$ cat src/rtl/alu_sequencer.sv
// -----------------------------------------------------------------------------
// alu_sequencer
// Fetches a byte-coded program from an external memory over a request/ack
// handshake and drives an external combinational ALU from its own registers.
//
// Instruction byte: class = ir[7:4], aluop = ir[3:0]
//   class 0  ALU imm : opnd = imm, then one EXEC cycle latches the ALU result
//   class 1  LDI imm : acc = imm, zero_flag = (imm == 0), carry unchanged
//   class 2  HALT
//   class 3  JZ  imm : pc = imm when zero_flag is set
//   class 4  CLC     : carry_flag = 0
//   class 5-15       : one-byte NOP
//
// Ports
//   clk, reset       clock, asynchronous active-high reset
//   start            run from address 0 (honoured only in IDLE or HALT)
//   mem_addr/mem_rd  program memory request, held stable until mem_ack
//   mem_ack/mem_data read completion and returned byte
//   alu_a/alu_b/alu_carry/alu_op   ALU operands (acc, opnd, carry_flag, ir[3:0])
//   alu_c/alu_carry_out/alu_zero   ALU result and flags
//   acc, carry_flag, zero_flag     architectural state
//   busy             high in FETCH, OPERAND, EXEC
//   halted           high in HALT
// -----------------------------------------------------------------------------
module alu_sequencer (
    input  logic       clk,
    input  logic       reset,
    input  logic       start,
    output logic [7:0] mem_addr,
    output logic       mem_rd,
    input  logic       mem_ack,
    input  logic [7:0] mem_data,
    output logic [7:0] alu_a,
    output logic [7:0] alu_b,
    output logic       alu_carry,
    output logic [3:0] alu_op,
    input  logic [7:0] alu_c,
    input  logic       alu_carry_out,
    input  logic       alu_zero,
    output logic [7:0] acc,
    output logic       carry_flag,
    output logic       zero_flag,
    output logic       busy,
    output logic       halted
);

    localparam logic [3:0] CLS_ALU  = 4'd0;
    localparam logic [3:0] CLS_LDI  = 4'd1;
    localparam logic [3:0] CLS_HALT = 4'd2;
    localparam logic [3:0] CLS_JZ   = 4'd3;
    localparam logic [3:0] CLS_CLC  = 4'd4;

    typedef enum logic [2:0] {
        S_IDLE,
        S_FETCH,
        S_OPERAND,
        S_EXEC,
        S_HALT
    } state_t;

    state_t     state;
    state_t     state_next;
    logic [7:0] pc;
    logic [7:0] ir;
    logic [7:0] opnd;
    logic [7:0] pc_inc;
    logic       rd_done;

    assign pc_inc  = pc + 8'd1;
    // An ack only counts while a request is outstanding; mem_rd is only ever
    // high in FETCH/OPERAND, so stray acks elsewhere are ignored.
    assign rd_done = mem_rd & mem_ack;

    assign alu_a     = acc;
    assign alu_b     = opnd;
    assign alu_carry = carry_flag;
    assign alu_op    = ir[3:0];

    // State register
    always_ff @(posedge clk or posedge reset) begin
        if (reset) begin
            state <= S_IDLE;
        end else begin
            state <= state_next;
        end
    end

    // Next-state logic
    always_comb begin
        state_next = state;
        case (state)
            S_IDLE, S_HALT: begin
                if (start) state_next = S_FETCH;
            end
            S_FETCH: begin
                if (rd_done) begin
                    case (mem_data[7:4])
                        CLS_ALU, CLS_LDI, CLS_JZ: state_next = S_OPERAND;
                        CLS_HALT:                 state_next = S_HALT;
                        default:                  state_next = S_FETCH;
                    endcase
                end
            end
            S_OPERAND: begin
                if (rd_done) begin
                    if (ir[7:4] == CLS_LDI || ir[7:4] == CLS_JZ) state_next = S_FETCH;
                    else                                         state_next = S_EXEC;
                end
            end
            S_EXEC:  state_next = S_FETCH;
            default: state_next = S_IDLE;
        endcase
    end

    // Status outputs
    always_comb begin
        busy   = 1'b0;
        halted = 1'b0;
        case (state)
            S_FETCH, S_OPERAND, S_EXEC: busy   = 1'b1;
            S_HALT:                     halted = 1'b1;
            default: ;
        endcase
    end

    // Datapath and memory handshake.
    // Each read state spends one cycle with mem_rd low before raising it, so
    // mem_rd always drops for a cycle after an ack. mem_addr is loaded with the
    // next fetch address on every transition into a read state and otherwise
    // keeps the last address read (so HALT shows where the HALT byte was).
    always_ff @(posedge clk or posedge reset) begin
        if (reset) begin
            pc         <= 8'd0;
            ir         <= 8'd0;
            opnd       <= 8'd0;
            acc        <= 8'd0;
            carry_flag <= 1'b0;
            zero_flag  <= 1'b0;
            mem_rd     <= 1'b0;
            mem_addr   <= 8'd0;
        end else begin
            case (state)
                S_IDLE, S_HALT: begin
                    if (start) begin
                        pc       <= 8'd0;
                        mem_addr <= 8'd0;
                    end
                end
                S_FETCH: begin
                    if (!mem_rd) begin
                        mem_rd <= 1'b1;
                    end else if (mem_ack) begin
                        mem_rd <= 1'b0;
                        ir     <= mem_data;
                        pc     <= pc_inc;
                        if (mem_data[7:4] != CLS_HALT) mem_addr <= pc_inc;
                        if (mem_data[7:4] == CLS_CLC) carry_flag <= 1'b0;
                    end
                end
                S_OPERAND: begin
                    if (!mem_rd) begin
                        mem_rd <= 1'b1;
                    end else if (mem_ack) begin
                        mem_rd <= 1'b0;
                        case (ir[7:4])
                            CLS_LDI: begin
                                acc       <= mem_data;
                                zero_flag <= (mem_data == 8'd0);
                                pc        <= pc_inc;
                                mem_addr  <= pc_inc;
                            end
                            CLS_JZ: begin
                                if (zero_flag) begin
                                    pc       <= mem_data;
                                    mem_addr <= mem_data;
                                end else begin
                                    pc       <= pc_inc;
                                    mem_addr <= pc_inc;
                                end
                            end
                            default: begin
                                opnd <= mem_data;
                                pc   <= pc_inc;
                            end
                        endcase
                    end
                end
                S_EXEC: begin
                    acc        <= alu_c;
                    carry_flag <= alu_carry_out;
                    zero_flag  <= alu_zero;
                    mem_addr   <= pc;
                end
                default: ;
            endcase
        end
    end

endmodule

$ cat config.mk
export PLATFORM = sky130hd
export DESIGN_NAME = alu_sequencer
export DESIGN_NICKNAME = d
export VERILOG_FILES = /design/src/rtl/alu_sequencer.sv
export SDC_FILE = /design/constraint.sdc
export NUM_CORES = 1
export LEC_CHECK = 0
export CORE_MARGIN = 3
export CORE_UTILIZATION = 52
export DETAILED_ROUTE_END_ITERATION = 10
export PLACE_DENSITY_LB_ADDON = 0.12
export REMOVE_ABC_BUFFERS = 1
export SLEW_MARGIN = 5
export SYNTH_ARGS = -nofsm -noshare
export SYNTH_HDL_FRONTEND = slang
export SYNTH_SLANG_ARGS = --single-unit
$ cat constraint.sdc
create_clock -name clk -period 5.65 [get_ports clk]
set_clock_uncertainty 0.05 [all_clocks]
set_input_delay 0.8475 -clock clk [delete_from_list [all_inputs] [get_ports clk]]
set_output_delay 0.8475 -clock clk [all_outputs]
set_load 0.005 [all_outputs]
* Word level (Yosys, flattened, before mapping)
Cells that the tools add are included.
** Storage, ports and cells
- Word-level logic and storage cells :: 91
- Memories :: 0
- Latch bits :: 0
- ROM bits :: 0
- Memory bits (writable) :: 0
- Output and inout bits :: 42
- Bits of input ports :: 22
- Register bits :: 46
** Cells by class
- $mul :: 0
- Div/mod/pow operators :: 0
- Bitwise gates (word level) :: 2
- Multiplexer cells :: 37
- Equality and inequality tests :: 22
- Add/sub/neg operators :: 1
- Reductions and logical operators :: 20
- Shifts and indexed selects :: 0
- Magnitude comparators :: 0
** Operator list (count)
- $mux W8 :: 15
- $pmux W8 S2 :: 2
- $pmux W8 S4 :: 1
- $pmux W8 S3 :: 1
- $ne A2 B2 Y1 const B :: 10
- $eq A4 B2 Y1 const B :: 3
- $pmux W3 S4 :: 1
- $reduce_and A4 Y1 :: 3
- $mux W1 :: 10
- $mux W3 :: 3
- $add A8 B1 Y8 const B :: 1
- $eq A4 B1 Y1 const B :: 2
- $logic_not A8 Y1 :: 1
- $reduce_and A8 Y1 :: 1
- $eq A3 B2 Y1 const B :: 2
- $pmux W3 S2 :: 1
- $reduce_and A3 Y1 :: 2
- $reduce_and A6 Y1 :: 1
- $reduce_or A2 Y1 :: 3
- $reduce_or A3 Y1 :: 2
- $eq A4 B3 Y1 const B :: 1
- $logic_not A4 Y1 :: 1
- $ne A4 B2 Y1 const B :: 1
- $pmux W1 S2 :: 2
- other kinds (11) :: 12

* Depth between registers and ports, before layout
Gate-level depths: netlist (run 1).
- Word-level depth :: 6
- Depth in mapped cells :: 7
- Depth with buffers taken out :: 6

* Least setup slack after synthesis (run 1)
No wires, ideal clock.
- Kind :: in2reg
- From :: input port mem_ack
- To :: register pc[5]
- Required time :: 5.523 ns
- Slack :: 3.504 ns
- Arrival time :: 2.019 ns
- Path buffers :: 1
- Cell stages on the path :: 6
- Cells stage by stage :: nand2_1 > a31oi_1 > o21a_1 > clkbuf_1 > nor2_1 > a21oi_1
** Between the ends
- Longest elaborated chain between the ends :: 2
- Elaborated cells between the ends (all ways) :: 3
- Classes of those cells :: eq/ne: 2; reduce/logical: 1
** Ends and longest elaborated chain
- start: declaration :: RTL line 31 : input logic mem_ack,
- $ne A2 B2 Y1 (no source line)
- $reduce_and A6 Y1 (no source line) (*)
- end signal: assignment :: RTL line 155 : pc <= pc_inc;
- end signal: assignment :: RTL line 169 : pc <= pc_inc;
- end signal: assignment :: RTL line 174 : pc <= mem_data;
- end: declaration :: RTL line 63 : logic [7:0] pc;
Mark *: on every way between the ends. The rest lies on a longest branch, timed or not.
A chain may end at the register's enable or synchronous reset.

* Final worst setup path (run 1)
- From :: input port mem_ack
- To :: register pc[7]
The elaborated chain is that of the path after synthesis.

==> impl_results.html, run 1 <==
<table>
<tr><th>Metric</th><th>Value</th></tr>
<tr><th colspan="2">Outcome</th></tr>
<tr><td>Result of the run</td><td>complete, no violations</td></tr>
<tr><th colspan="2">Clocking</th></tr>
<tr><td>Hold buffers post-CTS</td><td>0</td></tr>
<tr><td>Cell at the root of the clock tree</td><td>sky130_fd_sc_hd__clkbuf_8</td></tr>
<tr><td>Deepest clock path buffer count</td><td>2</td></tr>
<tr><td># clock sinks</td><td>46</td></tr>
<tr><td>Number of post-CTS setup repair buffers</td><td>0</td></tr>
<tr><td>TritonCTS clock tree</td><td>done</td></tr>
<tr><td>Post-cts gate resize count</td><td>0</td></tr>
<tr><td>Clk slew on worst S/H paths</td><td>0.08 ns</td></tr>
<tr><td>Number of clock buffers inserted by TritonCTS</td><td>5</td></tr>
<tr><td>Worst-skew pair later-pin latency</td><td>~0.29 ns</td></tr>
<tr><td>Max H-tree Level</td><td>2</td></tr>
<tr><th colspan="2">STA</th></tr>
<tr><td>Relative max-transition margin</td><td>between 30% and 40%</td></tr>
<tr><td>Measured slew at the worst slew-check pin</td><td>roughly 0.94 ns</td></tr>
<tr><td>Unrepaired setup endpoints after global routing</td><td>false</td></tr>
<tr><td>Setup TNS after final layout</td><td>0 ns</td></tr>
<tr><td>PnR worst setup slack</td><td>~3 ns</td></tr>
<tr><td>Final critical path time including I/O delays and setup</td><td>~2.7 ns</td></tr>
<tr><td>Number of hold-slack violations in the final timing report</td><td>0</td></tr>
<tr><td>Fmax achieved</td><td>between 300 and 400 MHz</td></tr>
<tr><td>Final clock period utilization by the worst path</td><td>a little under half</td></tr>
<tr><td>Setup violations, final</td><td>0</td></tr>
<tr><td>Worst hold margin</td><td>about 0.45 ns</td></tr>
<tr><td>Number of max-slew violations in the final report</td><td>0</td></tr>
<tr><th colspan="2">Routing</th></tr>
<tr><td>Iteration-0 DRC count of the detailed router</td><td>approximately 120</td></tr>
<tr><td>Detailed-route via count</td><td>between 1500 and 2000</td></tr>
<tr><td>DR WL/cell</td><td>16.4 um</td></tr>
<tr><td>Routed wire length</td><td>about 5500 um</td></tr>
<tr><td>Number of iterations in the first detailed-routing pass</td><td>4</td></tr>
<tr><td>Number of remaining DRC errors</td><td>0</td></tr>
<tr><td>Via/cell ratio</td><td>~5.9</td></tr>
<tr><td>Number of antenna-violating nets in the routed design</td><td>0</td></tr>
<tr><th colspan="2">Critical path</th></tr>
<tr><td>Ordered list of cells on the worst path</td><td>clkdlybuf4s50_1, nand2_1, a31oi_1, o21a_1, mux2_2</td></tr>
<tr><td>CP peak stage delay</td><td>0.51 ns</td></tr>
<tr><td>Slack of the worst reg-to-reg path</td><td>~3.3 ns</td></tr>
<tr><td>FF-to-FF End</td><td>alu_b[2]</td></tr>
<tr><td>CP Capture Type</td><td>flop</td></tr>
<tr><td>Beginning of the worst register-to-register path</td><td>state[1]</td></tr>
<tr><td>Kind of cell with the highest combined delay on the critical path</td><td>compound AO/OA/AOI/OAI gates</td></tr>
<tr><td>Critical path's slowest cell</td><td>sky130_fd_sc_hd__o21a_1</td></tr>
<tr><td>R2R depth</td><td>4</td></tr>
<tr><td>Highest fanout seen on the critical path</td><td>15</td></tr>
<tr><td>Arrival time worst endpoint</td><td>2.82 ns</td></tr>
<tr><td>Required time reported for the critical path endpoint</td><td>slightly below 6 ns</td></tr>
<tr><td>Number of buffers and inverters on the critical path</td><td>1</td></tr>
<tr><td>Critical Path Source Type</td><td>input port</td></tr>
<tr><td>Critical path type</td><td>in -&gt; reg</td></tr>
<tr><th colspan="2">Synthesis</th></tr>
<tr><td>Yosys reg bits</td><td>46</td></tr>
<tr><td>Top FF cell, synth</td><td>sky130_fd_sc_hd__dfrtp_1</td></tr>
<tr><td>Total of warnings raised by yosys</td><td>0</td></tr>
<tr><td>Portion of the post-synthesis area used by sequential elements</td><td>between 40 and 50%</td></tr>
<tr><td>Count of cell types in the netlist</td><td>41</td></tr>
<tr><td>Async set-or-reset flop fraction in the synthesized netlist</td><td>100%</td></tr>
<tr><td>Cell count after synthesis</td><td>roughly 240</td></tr>
<tr><td>Syn avg cell area</td><td>roughly 10 sq um</td></tr>
<tr><td>Post-Syn Area</td><td>approximately 0.0024 sq mm</td></tr>
<tr><td>Number of flops mapped to enable cells by yosys</td><td>0</td></tr>
<tr><th colspan="2">Die</th></tr>
<tr><td>Placement row count</td><td>23</td></tr>
<tr><td>I/O pins</td><td>64</td></tr>
<tr><td>Std-Cell Core Area</td><td>0.00420 sq mm</td></tr>
<tr><td>Area of the die</td><td>between 0.005 and 0.006 sq mm</td></tr>
<tr><td>Die Span Y</td><td>between 70 and 80 um</td></tr>
<tr><td>Horizontal die dimension</td><td>73.7 um</td></tr>
<tr><td>Initial cell density of the core</td><td>about 57%</td></tr>
<tr><th colspan="2">Hold path</th></tr>
<tr><td>Number of instances on the worst hold path</td><td>2</td></tr>
<tr><td>Hold Path Sink</td><td>mem_addr[7]</td></tr>
<tr><td>Classification of the worst-slack hold path</td><td>reg -&gt; reg</td></tr>
<tr><td>Worst min-delay path startpoint</td><td>mem_addr[7]</td></tr>
<tr><th colspan="2">Pwr</th></tr>
<tr><td>Total power divided by cell area</td><td>492 mW/mm^2</td></tr>
<tr><td>Worst supply voltage drop on vdd</td><td>0.329 mV</td></tr>
<tr><td>Overall Power</td><td>about 1.5 mW</td></tr>
<tr><td>Static leakage</td><td>around 1.2 nW</td></tr>
<tr><th colspan="2">Placement</th></tr>
<tr><td>Post-placement worst setup slack</td><td>~2.7 ns</td></tr>
<tr><td>Placed Instances</td><td>330</td></tr>
<tr><td>Final weighted congestion of routability-driven global placement</td><td>between 0.8 and 0.9</td></tr>
<tr><td>DPL Wire Length</td><td>3920 um</td></tr>
<tr><td>Quantity of I/O buffers inserted on ports</td><td>63</td></tr>
<tr><th colspan="2">Global route</th></tr>
<tr><td>Pin count of the biggest net entering global routing</td><td>between 40 and 50</td></tr>
<tr><td>Wire length of the first global-routing pass</td><td>approximately 9400 um</td></tr>
<tr><td>Initial antenna violation count</td><td>0</td></tr>
<tr><td>Total routing usage reported by global routing</td><td>between 20% and 30%</td></tr>
<tr><td>Vias in the first global route</td><td>2010</td></tr>
<tr><td>Overflow after GRT</td><td>0</td></tr>
<tr><th colspan="2">Final layout</th></tr>
<tr><td>Leading cell type in the layout, fill and taps excluded</td><td>sky130_fd_sc_hd__clkdlybuf4s50_1</td></tr>
<tr><td>Antenna cells</td><td>0</td></tr>
<tr><td>P&amp;R area growth vs syn</td><td>27.2%</td></tr>
<tr><td>Most frequent cells in the layout</td><td>sky130_fd_sc_hd__clkdlybuf4s50_1 (63), sky130_fd_sc_hd__dfrtp_1 (46), sky130_fd_sc_hd__o21ai_0 (23)</td></tr>
<tr><td>Final Net Count</td><td>310</td></tr>
<tr><td>Non-filler instance count after layout</td><td>337</td></tr>
<tr><td>Fraction of layout cells with a size suffix above 1</td><td>roughly 11%</td></tr>
<tr><th colspan="2">Run</th></tr>
<tr><td>Max-cap violation count</td><td>0</td></tr>
</table>
-- report_power, final --
part	internal, mW	switching, mW
clock	0.0854	0.106
combinational	0.396	0.313
sequential	0.469	0.122
total	0.951	0.541
-- metal layers --
layer,vias up,routed length (um),global-route usage [%]
met5,-,0,0
met2,58,2580,37.0
met4,0,57,5.03
li1,946,-,-
met3,9,296,5.06
met1,962,2580,28.9
-- worst max-delay path by stage --
stage               slack [ns]           to  depth (start not counted)    start
global route              2.79  mem_addr[7]                          6  mem_ack
floorplan                 2.70       acc[0]                          4  mem_ack
detailed placement        2.68        pc[7]                          5  mem_ack
global placement          2.73        pc[7]                          5  mem_ack
finish                    2.97        pc[7]                          5  mem_ack
CTS                       2.99        pc[7]                          5  mem_ack
-- worst reg2reg max path: stages, from the launching register on --
cell                      delay, ns
sky130_fd_sc_hd__dfrtp_1       0.63
sky130_fd_sc_hd__nor3b_1       0.51
sky130_fd_sc_hd__nand2_1       0.22
sky130_fd_sc_hd__nor2_2        0.43
sky130_fd_sc_hd__mux2_2        0.40
-- synth_stat cells (all sizes together) (2+ instances only) --
cell	n	share of area [%]
o21ai	24	5.0
inv	5	0.79
nand2	20	3.1
nor2b	2	0.52
a21oi	17	3.6
a31oi	4	1.0
or3	2	0.52
xnor2	3	1.1
o31ai	2	0.63
mux2	18	8.5
mux2i	9	3.8
clkbuf	6	0.94
or3b	2	0.74
nor3	6	1.5
nor4	4	1.0
nand2b	3	0.79
nor2	14	2.4
nand3	5	1.0
o211ai	2	0.63
xor2	3	1.1
dfrtp	46	48
buf	16	5.0
nand4	2	0.52
a22oi	10	3.1
-- registers in the layout (all words and copies together), names as in the netlist --
signal	flops
alu_carry	1
mem_rd	1
acc	8
alu_b	8
mem_addr	8
state	3
pc	8
zero_flag	1
ir	8
-- metrics by stage --
stage          utilization [%]  area, sq um
5_1_grt                   72.2         3030
3_3_place_gp              70.4         2960
6_report                  72.2         3030
3_5_place_dp              70.4         2960
4_1_cts                   72.2         3030
2_1_floorplan                -         2240
-- cell families (layout without fill, tap and decap cells) --
| logic type | after synthesis | in the layout | synth area share [%] |
|---|---|---|---|
| xor gates and xnor gates | 6 | 6 | 2.21 |
| AOI/OAI and AO/OA | 65 | 65 | 16.2 |
| adders and majority gates | 1 | 1 | 0.525 |
| and+or+nand+nor | 65 | 65 | 13.8 |
| DFF | 46 | 46 | 48.3 |
| muxes | 27 | 27 | 12.3 |
| buffers and inverters | 27 | 77 | 6.72 |
-- cell type report --
cell class                 instances  area (sq um)
fill                             315          1170
sequential                        46          1150
tap                               50          62.6
timing repair buffer              65           646
clock buffer                       7          76.3
multi-input combinational        164          1080
inverter                           5          18.8
(Power assumes the default switching activity.)
==> run 2, diff against run 1 <==
--- a/config.mk
+++ b/config.mk
@@ -6,7 +6,7 @@
 export NUM_CORES = 1
 export LEC_CHECK = 0
 export CORE_MARGIN = 3
-export CORE_UTILIZATION = 52
+export CORE_UTILIZATION = 44
 export DETAILED_ROUTE_END_ITERATION = 10
 export PLACE_DENSITY_LB_ADDON = 0.12
 export REMOVE_ABC_BUFFERS = 1
==> constraint.sdc (replaced) <==
create_clock -name clk -period 2.35 [get_ports clk]
set_clock_uncertainty 0.05 [all_clocks]
set_input_delay 0.3525 -clock clk [delete_from_list [all_inputs] [get_ports clk]]
set_output_delay 0.3525 -clock clk [all_outputs]
set_load 0.005 [all_outputs]
==> impl_results.html, run 2 (synthesis gave the netlist of run 1 again) <==
<table>
<tr><th>Metric</th><th>Value</th></tr>
<tr><th colspan="2">STA</th></tr>
<tr><td>PnR worst setup slack</td><td>0.232 ns</td></tr>
<tr><td>Setup TNS after final layout</td><td>0 ns</td></tr>
<tr><td>Measured slew at the worst slew-check pin</td><td>0.786 ns</td></tr>
<tr><td>Setup violations, final</td><td>0</td></tr>
<tr><td>Unrepaired setup endpoints after global routing</td><td>false</td></tr>
<tr><td>Relative max-transition margin</td><td>between 40% and 50%</td></tr>
<tr><td>Number of hold-slack violations in the final timing report</td><td>0</td></tr>
<tr><td>Number of max-slew violations in the final report</td><td>0</td></tr>
<tr><td>Final clock period utilization by the worst path</td><td>90.1%</td></tr>
<tr><td>Final critical path time including I/O delays and setup</td><td>between 2 and 2.5 ns</td></tr>
<tr><td>Fmax achieved</td><td>approximately 470 MHz</td></tr>
<tr><td>Worst hold margin</td><td>between 0.4 and 0.5 ns</td></tr>
<tr><th colspan="2">Global route</th></tr>
<tr><td>Vias in the first global route</td><td>about 2000</td></tr>
<tr><td>Pin count of the biggest net entering global routing</td><td>47</td></tr>
<tr><td>Wire length of the first global-routing pass</td><td>approximately 9500 um</td></tr>
<tr><td>Initial antenna violation count</td><td>0</td></tr>
<tr><td>Total routing usage reported by global routing</td><td>a little under a fifth</td></tr>
<tr><td>Overflow after GRT</td><td>0</td></tr>
<tr><th colspan="2">Pwr</th></tr>
<tr><td>Static leakage</td><td>1.30 nW</td></tr>
<tr><td>Worst supply voltage drop on vdd</td><td>between 0.5 and 0.6 mV</td></tr>
<tr><td>Total power divided by cell area</td><td>~1200 mW/mm^2</td></tr>
<tr><td>Overall Power</td><td>about 3.7 mW</td></tr>
<tr><th colspan="2">Clocking</th></tr>
<tr><td>Number of post-CTS setup repair buffers</td><td>0</td></tr>
<tr><td>TritonCTS clock tree</td><td>done</td></tr>
<tr><td>Clk slew on worst S/H paths</td><td>~0.08 ns</td></tr>
<tr><td>Max H-tree Level</td><td>2</td></tr>
<tr><td>Cell at the root of the clock tree</td><td>sky130_fd_sc_hd__clkbuf_8</td></tr>
<tr><td>Post-cts gate resize count</td><td>0</td></tr>
<tr><td># clock sinks</td><td>46</td></tr>
<tr><td>Deepest clock path buffer count</td><td>2</td></tr>
<tr><td>Number of clock buffers inserted by TritonCTS</td><td>5</td></tr>
<tr><td>Hold buffers post-CTS</td><td>0</td></tr>
<tr><td>Worst-skew pair later-pin latency</td><td>between 0.2 and 0.3 ns</td></tr>
<tr><th colspan="2">Die</th></tr>
<tr><td>Area of the die</td><td>about 0.0063 sq mm</td></tr>
<tr><td>Std-Cell Core Area</td><td>approximately 0.0052 sq mm</td></tr>
<tr><td>Initial cell density of the core</td><td>between 40% and 50%</td></tr>
<tr><td>I/O pins</td><td>64</td></tr>
<tr><td>Placement row count</td><td>26</td></tr>
<tr><td>Die Span Y</td><td>79.6 um</td></tr>
<tr><td>Horizontal die dimension</td><td>between 70 and 80 um</td></tr>
<tr><th colspan="2">Final layout</th></tr>
<tr><td>Fill cell total of the finished layout</td><td>about 450</td></tr>
<tr><td>Leading cell type in the layout, fill and taps excluded</td><td>sky130_fd_sc_hd__clkdlybuf4s50_1</td></tr>
<tr><td>Most frequent cells in the layout</td><td>sky130_fd_sc_hd__clkdlybuf4s50_1 (63), sky130_fd_sc_hd__dfrtp_1 (46), sky130_fd_sc_hd__o21ai_0 (23)</td></tr>
<tr><td>Area taken by multi-input logic gates</td><td>about 0.0011 sq mm</td></tr>
<tr><td>Final Net Count</td><td>about 330</td></tr>
<tr><td>P&amp;R area growth vs syn</td><td>33.6%</td></tr>
<tr><td>Fraction of layout cells with a size suffix above 1</td><td>between 15 and 20%</td></tr>
<tr><td>Register area</td><td>0.00115 sq mm</td></tr>
<tr><td>Antenna cells</td><td>0</td></tr>
<tr><td>Post-route design area</td><td>0.00319 sq mm</td></tr>
<tr><th colspan="2">Routing</th></tr>
<tr><td>Number of remaining DRC errors</td><td>0</td></tr>
<tr><td>DR WL/cell</td><td>15.2 um</td></tr>
<tr><td>Detailed-route via count</td><td>between 2000 and 2500</td></tr>
<tr><td>Number of antenna-violating nets in the routed design</td><td>0</td></tr>
<tr><td>Number of iterations in the first detailed-routing pass</td><td>4</td></tr>
<tr><td>Iteration-0 DRC count of the detailed router</td><td>94</td></tr>
<tr><td>Via/cell ratio</td><td>~5.4</td></tr>
<tr><td>Routed wire length</td><td>~5700 um</td></tr>
<tr><th colspan="2">Critical path</th></tr>
<tr><td>Required time reported for the critical path endpoint</td><td>around 2.0 ns</td></tr>
<tr><td>Highest fanout seen on the critical path</td><td>8</td></tr>
<tr><td>Critical Path Source Type</td><td>flop</td></tr>
<tr><td>Critical path type</td><td>reg -&gt; out</td></tr>
<tr><td>Arrival time worst endpoint</td><td>~1.7 ns</td></tr>
<tr><td>CP Capture Type</td><td>output port</td></tr>
<tr><th colspan="2">Hold path</th></tr>
<tr><td>Classification of the worst-slack hold path</td><td>reg -&gt; reg</td></tr>
<tr><th colspan="2">Placement</th></tr>
<tr><td>Final weighted congestion of routability-driven global placement</td><td>approximately 0.86</td></tr>
<tr><td>Quantity of I/O buffers inserted on ports</td><td>63</td></tr>
<tr><td>DPL Wire Length</td><td>about 4200 um</td></tr>
<tr><td>Post-placement worst setup slack</td><td>around 0.16 ns</td></tr>
<tr><td>Standard cell area after detailed placement</td><td>~0.0031 sq mm</td></tr>
<tr><th colspan="2">Outcome</th></tr>
<tr><td>Result of the run</td><td>complete, no violations</td></tr>
<tr><th colspan="2">Run</th></tr>
<tr><td>Max-cap violation count</td><td>0</td></tr>
</table>
run 2: metal layers:
layer / wire, um / track usage, % / up-vias
met5: 0 / 0 / -
met4: 63 / 5.50 / 0
met3: 260 / 3.72 / 7
met2: 2740 / 32.6 / 47
met1: 2590 / 24.6 / 991
li1: - / - / 970
run 2: final timing paths:
path	startpoint	to	slack, ns	cells after the start
max	state[2]	busy	0.23	5
min	mem_addr[7]	mem_addr[7]	0.44	2
max reg2reg	ir[7]	mem_addr[4]	0.31	5
min reg2reg	mem_addr[7]	mem_addr[7]	0.44	2
max in group asynchronous	reset	pc[2]	1.39	3
min in group asynchronous	reset	acc[5]	0.45	3
run 2: cell type report:
class                   count  area share [%]
inverters                   5           0.589
clock buffers               7            2.71
repair buffers             80            23.8
clock inverters             1           0.157
multi-input cells         164            33.9
flip-flops and latches     46            36.1
well taps                  70            2.75
run 2: power by group:
group	total, mW	internal (mW)	leakage [nW]	switching, mW
clock network	0.490	0.237	0.0482	0.253
logic	1.83	1.03	0.672	0.799
registers	1.39	1.13	0.579	0.259
run 2: stage by stage:
| step | util [%] | instances |
|---|---|---|
| 2_1_floorplan | - | 215 |
| 3_3_place_gp | 59.8 | 365 |
| 3_5_place_dp | 59.8 | 365 |
| 4_1_cts | 61.6 | 373 |
| 5_1_grt | 61.6 | 373 |
| 6_report | 61.6 | 373 |
run 2: worst max-delay path, cell delays in order (launching register included):
cell,delay [ns]
sky130_fd_sc_hd__dfrtp_1,0.38
sky130_fd_sc_hd__buf_4,0.16
sky130_fd_sc_hd__inv_1,0.13
sky130_fd_sc_hd__o21ai_0,0.14
sky130_fd_sc_hd__inv_1,0.11
sky130_fd_sc_hd__clkdlybuf4s50_1,0.50
==> run 3, diff against run 2 <==
--- a/config.mk
+++ b/config.mk
@@ -9,6 +9,7 @@
 export CORE_UTILIZATION = 44
 export DETAILED_ROUTE_END_ITERATION = 10
 export PLACE_DENSITY_LB_ADDON = 0.12
+export RECOVER_POWER = 25
 export REMOVE_ABC_BUFFERS = 1
 export SLEW_MARGIN = 5
 export SYNTH_ARGS = -nofsm -noshare
==> impl_results.html, run 3 (synthesis gave the netlist of run 1 again) <==
<table>
<tr><th>Metric</th><th>Value</th></tr>
<tr><th colspan="2">Outcome</th></tr>
<tr><td>Result of the run</td><td>complete, no violations</td></tr>
<tr><th colspan="2">Global route</th></tr>
<tr><td>Total routing usage reported by global routing</td><td>a little under a fifth</td></tr>
<tr><td>Overflow after GRT</td><td>0</td></tr>
<tr><td>Vias in the first global route</td><td>~2000</td></tr>
<tr><td>Initial antenna violation count</td><td>0</td></tr>
<tr><td>Pin count of the biggest net entering global routing</td><td>47</td></tr>
<tr><td>Wire length of the first global-routing pass</td><td>9530 um</td></tr>
<tr><th colspan="2">STA</th></tr>
<tr><td>Relative max-transition margin</td><td>approximately 25%</td></tr>
<tr><td>Setup TNS after final layout</td><td>0 ns</td></tr>
<tr><td>Final critical path time including I/O delays and setup</td><td>roughly 2.1 ns</td></tr>
<tr><td>Unrepaired setup endpoints after global routing</td><td>false</td></tr>
<tr><td>Final clock period utilization by the worst path</td><td>90.2%</td></tr>
<tr><td>Number of max-slew violations in the final report</td><td>0</td></tr>
<tr><td>Measured slew at the worst slew-check pin</td><td>1.13 ns</td></tr>
<tr><td>Setup violations, final</td><td>0</td></tr>
<tr><td>Number of hold-slack violations in the final timing report</td><td>0</td></tr>
<tr><td>Fmax achieved</td><td>approximately 470 MHz</td></tr>
<tr><th colspan="2">Die</th></tr>
<tr><td>Area of the die</td><td>~0.0063 sq mm</td></tr>
<tr><td>Placement row count</td><td>26</td></tr>
<tr><td>Die Span Y</td><td>about 80 um</td></tr>
<tr><td>Std-Cell Core Area</td><td>between 0.005 and 0.006 sq mm</td></tr>
<tr><td>I/O pins</td><td>64</td></tr>
<tr><td>Horizontal die dimension</td><td>79.6 um</td></tr>
<tr><td>Initial cell density of the core</td><td>between 40% and 50%</td></tr>
<tr><th colspan="2">Clocking</th></tr>
<tr><td>Clk slew on worst S/H paths</td><td>about 0.080 ns</td></tr>
<tr><td>Max H-tree Level</td><td>2</td></tr>
<tr><td>TritonCTS clock tree</td><td>done</td></tr>
<tr><td>Cell at the root of the clock tree</td><td>sky130_fd_sc_hd__clkbuf_8</td></tr>
<tr><td>Deepest clock path buffer count</td><td>2</td></tr>
<tr><td># clock sinks</td><td>between 40 and 50</td></tr>
<tr><td>Post-cts gate resize count</td><td>0</td></tr>
<tr><td>Hold buffers post-CTS</td><td>0</td></tr>
<tr><td>Number of post-CTS setup repair buffers</td><td>0</td></tr>
<tr><td>Number of clock buffers inserted by TritonCTS</td><td>5</td></tr>
<tr><td>Worst-skew pair later-pin latency</td><td>slightly below 0.3 ns</td></tr>
<tr><th colspan="2">Critical path</th></tr>
<tr><td>CP dominant cell by count</td><td>sky130_fd_sc_hd__inv_1</td></tr>
<tr><td>Critical path type</td><td>reg -&gt; out</td></tr>
<tr><td>Required time reported for the critical path endpoint</td><td>1.95 ns</td></tr>
<tr><td>Critical Path Source Type</td><td>flop</td></tr>
<tr><td>CP Capture Type</td><td>output port</td></tr>
<tr><td>Number of buffers and inverters on the critical path</td><td>4</td></tr>
<tr><td>Critical path's slowest cell</td><td>sky130_fd_sc_hd__clkdlybuf4s50_1</td></tr>
<tr><td>CP peak stage delay</td><td>0.50 ns</td></tr>
<tr><td>Ordered list of cells on the worst path</td><td>buf_4, inv_1, o21ai_0, inv_1, clkdlybuf4s50_1</td></tr>
<tr><td>Kind of cell with the highest combined delay on the critical path</td><td>buffers and inverters</td></tr>
<tr><td>Highest fanout seen on the critical path</td><td>8</td></tr>
<tr><td>Arrival time worst endpoint</td><td>about 1.7 ns</td></tr>
<tr><th colspan="2">Routing</th></tr>
<tr><td>DR WL/cell</td><td>between 15 and 20 um</td></tr>
<tr><td>Number of antenna-violating nets in the routed design</td><td>0</td></tr>
<tr><td>Iteration-0 DRC count of the detailed router</td><td>between 90 and 100</td></tr>
<tr><td>Detailed-route via count</td><td>2019</td></tr>
<tr><td>Number of remaining DRC errors</td><td>0</td></tr>
<tr><td>Routed wire length</td><td>about 5700 um</td></tr>
<tr><td>Via/cell ratio</td><td>5.41</td></tr>
<tr><td>Number of iterations in the first detailed-routing pass</td><td>4</td></tr>
<tr><th colspan="2">Pwr</th></tr>
<tr><td>Static leakage</td><td>1.30 nW</td></tr>
<tr><td>Total power divided by cell area</td><td>roughly 1200 mW/mm^2</td></tr>
<tr><td>Worst supply voltage drop on vdd</td><td>between 0.5 and 0.6 mV</td></tr>
<tr><th colspan="2">Final layout</th></tr>
<tr><td>Antenna cells</td><td>0</td></tr>
<tr><td>P&amp;R area growth vs syn</td><td>33.5%</td></tr>
<tr><td>Final core area utilization</td><td>slightly above 60%</td></tr>
<tr><td>Fraction of layout cells with a size suffix above 1</td><td>about 16%</td></tr>
<tr><td>Final Net Count</td><td>~330</td></tr>
<tr><td>Most frequent cells in the layout</td><td>sky130_fd_sc_hd__clkdlybuf4s50_1 (62), sky130_fd_sc_hd__dfrtp_1 (46), sky130_fd_sc_hd__o21ai_0 (23)</td></tr>
<tr><td>Non-filler instance count after layout</td><td>around 370</td></tr>
<tr><td>Leading cell type in the layout, fill and taps excluded</td><td>sky130_fd_sc_hd__clkdlybuf4s50_1</td></tr>
<tr><th colspan="2">Hold path</th></tr>
<tr><td>Classification of the worst-slack hold path</td><td>reg -&gt; reg</td></tr>
<tr><th colspan="2">Run</th></tr>
<tr><td>Max-cap violation count</td><td>0</td></tr>
<tr><th colspan="2">Placement</th></tr>
<tr><td>Final weighted congestion of routability-driven global placement</td><td>0.862</td></tr>
<tr><td>Placed Instances</td><td>about 370</td></tr>
<tr><td>DPL Wire Length</td><td>4170 um</td></tr>
<tr><td>Quantity of I/O buffers inserted on ports</td><td>63</td></tr>
</table>
[run 3: changes by cell type in the layout (fill, tap and decap cells not counted)]
cell,previous run,this run
sky130_fd_sc_hd__buf_4,17,16
sky130_fd_sc_hd__clkbuf_2,0,1
sky130_fd_sc_hd__clkdlybuf4s50_1,63,62
sky130_fd_sc_hd__clkinv_1,0,1
sky130_fd_sc_hd__dlygate4sd3_1,0,1
sky130_fd_sc_hd__inv_2,1,0
[run 3: tightest hold or removal path: stages (launching register included)]
cell and delay, ns:
sky130_fd_sc_hd__dfrtp_1 0.35, sky130_fd_sc_hd__nand2_1 0.05, sky130_fd_sc_hd__o21ai_1 0.06
[run 3: where the power goes]
group	switching (mW)	internal, mW	total, mW	leakage [nW]
clock network	0.252	0.237	0.490	0.0482
registers	0.259	1.13	1.39	0.579
logic	0.798	1.03	1.83	0.669
total	1.31	2.39	3.70	1.30
[run 3: final cells by class]
| cell class | instances | area (sq um) |
|---|---|---|
| repair buffers | 80 | 756 |
| clock buffers | 7 | 86.3 |
| clock inverters | 1 | 5.00 |
| multi-input cells | 164 | 1080 |
| flip-flops and latches | 46 | 1150 |
| inverters | 5 | 18.8 |
| well taps | 70 | 87.6 |
| fillers | 450 | 1990 |
[run 3: metrics by stage]
step / total power [mW] / area [sq um] / setup slack (ns) / hold slack, ns
floorplan: 2.25 / 2240 / -0.324 / 0.419
global placement: 3.20 / 3090 / 0.253 / 0.421
detailed placement: 3.24 / 3090 / 0.162 / 0.427
CTS: 3.74 / 3190 / 0.248 / 0.446
global route: 4.00 / 3180 / 0.0925 / 0.464
finish: 3.70 / 3180 / 0.231 / 0.438
[run 3: routing by layer]
layer / GRT usage, % / routed length [um]
met1: 24.6 / 2590
met2: 32.6 / 2740
met3: 3.72 / 264
met4: 5.50 / 63
met5: 0 / 0
[run 3: final timing paths]
kind	from	end	slack, ns	cells after the start
worst max-delay path	state[2]	busy	0.23	5
worst min-delay path	mem_addr[7]	mem_addr[7]	0.44	2
worst max register to register	ir[7]	mem_addr[4]	0.31	5
worst min register to register	mem_addr[7]	mem_addr[7]	0.44	2
max in group asynchronous	reset	pc[2]	0.76	3
min in group asynchronous	reset	acc[5]	0.79	3
